### config.mk
export PLATFORM = sky130hd
export DESIGN_NAME = pwm_multi
export DESIGN_NICKNAME = d
export VERILOG_FILES = /design/src/rtl/pwm_pkg.sv /design/src/rtl/pwm_channel.sv /design/src/rtl/pwm_multi.sv
export SDC_FILE = /design/constraint.sdc
export NUM_CORES = 1
export LEC_CHECK = 0
export BUFFER_PORTS_ARGS = -buffer_cell sky130_fd_sc_hd__buf_2
export CELL_PAD_IN_SITES_DETAIL_PLACEMENT = 1
export CELL_PAD_IN_SITES_GLOBAL_PLACEMENT = 1
export CORE_UTILIZATION = 45
export CTS_CLUSTER_SIZE = 24
export DETAILED_ROUTE_END_ITERATION = 8
export MAX_ROUTING_LAYER = met4
export PLACE_DENSITY = 0.81
export SYNTH_ARGS = -nofsm -noshare
export SYNTH_HDL_FRONTEND = slang
export SYNTH_SLANG_ARGS = --single-unit
### constraint.sdc
create_clock -name clk_i -period 6.19 [get_ports clk_i]
set_input_delay 1.238 -clock clk_i [delete_from_list [all_inputs] [get_ports clk_i]]
set_output_delay 1.238 -clock clk_i [all_outputs]
set_load 0.1 [all_outputs]
### src/rtl/pwm_pkg.sv
// Shared encodings and types for the multi-channel PWM generator.
package pwm_pkg;

  // Register select encodings on the write port.
  localparam logic [1:0] SEL_CTRL = 2'b00;
  localparam logic [1:0] SEL_CMP  = 2'b01;
  localparam logic [1:0] SEL_TOP  = 2'b10;
  localparam logic [1:0] SEL_CNT  = 2'b11;

  // CTRL bit positions.
  localparam int unsigned CTRL_EN     = 0;
  localparam int unsigned CTRL_CENTER = 1;
  localparam int unsigned CTRL_BYPASS = 2;
  localparam int unsigned CTRL_W      = 3;

  // Packed so that field positions line up with the CTRL bit indices above.
  typedef struct packed {
    logic bypass;
    logic center;
    logic en;
  } ctrl_t;

  typedef enum logic {
    DirUp   = 1'b0,
    DirDown = 1'b1
  } dir_t;

  // Decode the low CTRL bits of a write word.
  function automatic ctrl_t ctrl_decode(input logic [CTRL_W-1:0] bits);
    ctrl_t c;
    c.en     = bits[CTRL_EN];
    c.center = bits[CTRL_CENTER];
    c.bypass = bits[CTRL_BYPASS];
    return c;
  endfunction

endpackage

### src/rtl/pwm_channel.sv
// One PWM compare channel: shadowed compare register plus registered output.
module pwm_channel #(
  parameter int unsigned WIDTH = 16
) (
  input  logic             clk_i,
  input  logic             rst_i,
  input  logic             wr_i,
  input  logic [WIDTH-1:0] wr_data_i,
  input  logic             load_i,
  input  logic             en_i,
  input  logic [WIDTH-1:0] cnt_i,
  output logic             out_o
);

  logic [WIDTH-1:0] cmp_sh_q, cmp_sh_d;
  logic [WIDTH-1:0] cmp_q, cmp_d;
  logic             out_q, out_d;

  // Shadow capture, shadow->active transfer (a same-cycle write is included) and compare.
  always_comb begin
    cmp_sh_d = wr_i ? wr_data_i : cmp_sh_q;
    cmp_d    = load_i ? cmp_sh_d : cmp_q;
    out_d    = en_i && (cmp_q != '0) && (cnt_i < cmp_q);
  end

  // Channel state registers.
  always_ff @(posedge clk_i or posedge rst_i) begin
    if (rst_i) begin
      cmp_sh_q <= '0;
      cmp_q    <= '0;
      out_q    <= 1'b0;
    end else begin
      cmp_sh_q <= cmp_sh_d;
      cmp_q    <= cmp_d;
      out_q    <= out_d;
    end
  end

  assign out_o = out_q;

endmodule

### src/rtl/pwm_multi.sv
// Multi-channel PWM: shared edge/centre-aligned period counter with shadowed TOP and
// per-channel compare outputs. WIDTH must be at least 3 to hold the CTRL bits.
module pwm_multi
  import pwm_pkg::*;
#(
  parameter int unsigned WIDTH    = 16,
  parameter int unsigned CHANNELS = 4,
  localparam int unsigned CH_W    = (CHANNELS > 1) ? $clog2(CHANNELS) : 1
) (
  input  logic                clk_i,
  input  logic                rst_i,
  input  logic                wr_en_i,
  input  logic [1:0]          wr_sel_i,
  input  logic [CH_W-1:0]     wr_ch_i,
  input  logic [WIDTH-1:0]    wr_data_i,
  output logic [WIDTH-1:0]    cnt_o,
  output logic [WIDTH-1:0]    top_o,
  output logic [CHANNELS-1:0] out_o,
  output logic                period_end_o
);

  ctrl_t            ctrl_q, ctrl_d;
  dir_t             dir_q, dir_d, dir_run;
  logic [WIDTH-1:0] cnt_q, cnt_d, cnt_run;
  logic [WIDTH-1:0] top_sh_q, top_sh_d;
  logic [WIDTH-1:0] top_q, top_d;
  logic             period_end;
  logic             load;
  logic             wr_ctrl, wr_cmp, wr_top, wr_cnt;

  assign wr_ctrl = wr_en_i && (wr_sel_i == SEL_CTRL);
  assign wr_cmp  = wr_en_i && (wr_sel_i == SEL_CMP);
  assign wr_top  = wr_en_i && (wr_sel_i == SEL_TOP);
  assign wr_cnt  = wr_en_i && (wr_sel_i == SEL_CNT);

  // Free-running count step, ignoring enable and CNT writes.
  always_comb begin
    cnt_run = cnt_q;
    dir_run = dir_q;
    if (!ctrl_q.center) begin
      // >= also catches TOP lowered below the current count.
      cnt_run = (cnt_q >= top_q) ? '0 : cnt_q + WIDTH'(1);
      dir_run = DirUp;
    end else if (dir_q == DirUp && cnt_q < top_q) begin
      cnt_run = cnt_q + WIDTH'(1);
    end else begin
      cnt_run = (cnt_q == '0) ? '0 : cnt_q - WIDTH'(1);
      dir_run = DirDown;
    end
    if (cnt_run == '0) begin
      dir_run = DirUp;
    end
  end

  // Counter update, period boundary detection and shadow->active loads.
  always_comb begin
    cnt_d      = cnt_q;
    dir_d      = dir_q;
    period_end = 1'b0;
    if (wr_cnt) begin
      cnt_d = wr_data_i;
      dir_d = DirUp;
    end else if (ctrl_q.en) begin
      cnt_d      = cnt_run;
      dir_d      = dir_run;
      period_end = (cnt_run == '0);
    end
    load     = period_end || !ctrl_q.en || ctrl_q.bypass;
    top_sh_d = wr_top ? wr_data_i : top_sh_q;
    top_d    = load ? top_sh_d : top_q;
    ctrl_d   = wr_ctrl ? ctrl_decode(wr_data_i[CTRL_W-1:0]) : ctrl_q;
  end

  // Shared state registers.
  always_ff @(posedge clk_i or posedge rst_i) begin
    if (rst_i) begin
      ctrl_q   <= '0;
      dir_q    <= DirUp;
      cnt_q    <= '0;
      top_sh_q <= '0;
      top_q    <= '0;
    end else begin
      ctrl_q   <= ctrl_d;
      dir_q    <= dir_d;
      cnt_q    <= cnt_d;
      top_sh_q <= top_sh_d;
      top_q    <= top_d;
    end
  end

  for (genvar i = 0; i < CHANNELS; i++) begin : g_ch
    pwm_channel #(
      .WIDTH(WIDTH)
    ) u_ch (
      .clk_i    (clk_i),
      .rst_i    (rst_i),
      .wr_i     (wr_cmp && (wr_ch_i == CH_W'(i))),
      .wr_data_i(wr_data_i),
      .load_i   (load),
      .en_i     (ctrl_q.en),
      .cnt_i    (cnt_q),
      .out_o    (out_o[i])
    );
  end

  assign cnt_o        = cnt_q;
  assign top_o        = top_q;
  assign period_end_o = period_end;

endmodule

==> flow_summary.json <==
{
  "status": "complete, no violations",
  "met3_length_mm": 1.27,
  "yosysMostFrequentCell": "dfrtp_1",
  "io_pins": 60,
  "clockBufferDepth": 2,
  "fin_crit_ns": 5.76,
  "syn_area_per_cell_um2": 11.4,
  "cp-end-kind": "output port",
  "syn_area_um2": 10100,
  "post_cts_buffers": 0,
  "cts_tree": "yes",
  "fmax_mhz": 174,
  "ant_nets": 0,
  "hold_class": "reg2reg",
  "cts_buffers": 17,
  "areaGrowthSynthToFinish_pct": 11.8,
  "overflow": 0,
  "clock_sinks": 184,
  "yosysTopAreaCell": "dfrtp_1",
  "row_count": 54,
  "totalNegativeSetupSlack_ns": 0,
  "fin_ws_ns": 0.430,
  "synth_edf_count": 0,
  "drt_pass1_iterations": 5,
  "synthFlopType": "dfrtp_1",
  "synth_seq_cells": 184,
  "routed_wl_mm": 29.6,
  "core_area_um2": 21900,
  "clk_pin_slew_ns": 0.07,
  "final-hold-violation-count": 0,
  "ir_drop_v": 0.000257,
  "drt-met1-wl_mm": 13.1,
  "die_width_um": 152,
  "postCtsHoldBufs": 0,
  "ctsRootBufferMaster": "clkbuf_16",
  "p_leak_nw": 5.32,
  "gp_congestion": 1.01,
  "ys_types": 55,
  "dieArea_um2": 23000,
  "top_layer": "met4",
  "synth_top_area_share_pct": 45.8,
  "synthTopCellsByCount": "dfrtp_1 (184), mux2_2 (85), mux2_1 (80)",
  "worstMarginPinSlew_ns": 1.16,
  "pwr_density_cell_nw_per_um2": 541,
  "path_class": "reg2out",
  "grt_setup_unrepaired": "false",
  "critPathLaunchType": "register",
  "syn-instance-count": 883,
  "synthTopCellsByArea": "dfrtp_1 (46%), ha_1 (9.8%), mux2_2 (9.5%)",
  "setup_viol_count_final": 0,
  "slew_viol_final": 0,
  "crit_slowest_cell": "dfrtp_1",
  "grt_max_degree": 185,
  "dp_slack_ns": 0.923,
  "grt_usage_pct": 28.5,
  "dp_hpwl_mm": 20.5,
  "cts_resized": 0,
  "first_global_vias": 7802,
  "die_y_um": 152,
  "first_iter_violations": 497,
  "arrival_ns": 4.52,
  "nets": 1041,
  "drive_gt1_share_pct": 21.7,
  "yosysSeqAreaShare_pct": 45.8,
  "ys_async_sr_fraction_pct": 100,
  "synth_nets": 985,
  "diodes": 0,
  "num_vias": 7385,
  "grt_first_pass_wirelength_mm": 46.2,
  "start_util_pct": 46.0,
  "htree_levels": 4,
  "met2_length_mm": 14.2,
  "antenna_found_initial": 0,
  "slew_headroom_pct": 22.3,
  "max_cap_viol_count": 0,
  "insertion_delay_ns": 0.44,
  "slowest_delay_ns": 0.74,
  "wire_per_inst_um": 24.0,
  "holdWs_ns": 0.495,
  "crit_chain": "ha_1, a21oi_1, nor2_1, or4_1, o41ai_2, buf_4, or2_2, a2bb2oi_1, o2111ai_1, nor3_1, and3_1, buf_2",
  "io_buffers": 59,
  "fin_skew_ns": 0.0174,
  "synth_warnings": 0,
  "crit_path_max_fanout": 20,
  "vias_per_cell": 5.99,
  "drc": 0,
  "layout_worst_path_cycle_share_pct": 93.1,
  "cp.required_ns": 4.95
}
[cell type report]
class	instances	area, µm²
Clock buffer	21	470
Multi-Input combinational cell	579	4940
Fill cell	2375	10600
Clock inverter	11	136
Tap cell	280	350
Timing Repair Buffer	77	443
Inverter	80	304
Sequential cell	184	4600
[metal layers]
metal	global-route usage [%]	up-vias
met5	-	-
met4	12.1	0
met3	4.91	59
met2	44.4	182
met1	36.8	3849
li1	-	3295
[cells by family after synthesis]
kind of cell	Yosys count	share of synthesized area, %
and+or+nand+nor	186	10.0
DFF	184	45.8
muxes	167	18.7
AOI/OAI and AO/OA	134	9.30
buffers and inverters	120	5.30
adders and majority gates	79	9.83
xor gates and xnor gates	13	1.13
[registers in the layout, summed over array words and instances, names as in the netlist]
name	cells
g_ch.u_ch.cmp_q	64
top_o	16
g_ch.u_ch.out_o	4
g_ch.u_ch.cmp_sh_q	64
dir_q	1
ctrl_q	3
top_sh_q	16
cnt_o	16
[path summary, 6_finish.rpt]
kind / cells past startpoint / slack [ns] / endpoint / start
worst max-delay path: 12 / 0.43 / period_end_o / cnt_o[11]
worst min-delay path: 1 / 0.50 / g_ch[3].u_ch.cmp_sh_q[4] / g_ch[3].u_ch.cmp_sh_q[4]
worst max register to register: 12 / 1.37 / g_ch[3].u_ch.cmp_q[11] / cnt_o[11]
worst min register to register: 1 / 0.50 / g_ch[3].u_ch.cmp_sh_q[4] / g_ch[3].u_ch.cmp_sh_q[4]
max in group asynchronous: 3 / 4.32 / g_ch[3].u_ch.cmp_q[3] / rst_i
min in group asynchronous: 3 / 1.03 / g_ch[3].u_ch.cmp_q[10] / rst_i
[cell usage in the layout, fill, tap and decap left out, types with 22 or more instances in the layout]
master	count
a21o_1	30
a21oi_1	22
buf_2	59
dfrtp_1	184
ha_1	79
inv_1	78
mux2_1	80
mux2_2	85
nand2_1	31
nor2_1	34
nor4_1	24
o21ai_0	24
[power by group]
part           internal (W)  total, W  switching (W)  leakage, nW
Combinational       0.00101   0.00307        0.00206         2.78
Clock              0.000635   0.00112       0.000488        0.290
Sequential          0.00156   0.00189       0.000334         2.25
Total               0.00320   0.00609        0.00288         5.32
[worst max-delay path, delay by kind of cell, from the launching register on]
family,cells,cell delay (ns)
AOI/OAI and AO/OA,4,0.87
adders and majority gates,1,0.36
buffers and inverters,2,0.73
DFF,1,0.74
and+or+nand+nor,5,1.40
[stage by stage]
step                      util (%)  instances  area [µm²]  total power [W]
after CTS                     51.4       1232       11200          0.00609
final                         51.4       1232       11200          0.00609
after global placement        48.6       1200       10600          0.00478
after floorplan                  -        883       10100          0.00405
after global routing          51.4       1232       11200          0.00643
after detailed placement      48.6       1200       10600          0.00491
Note: power is estimated with default switching activity, not from simulation.
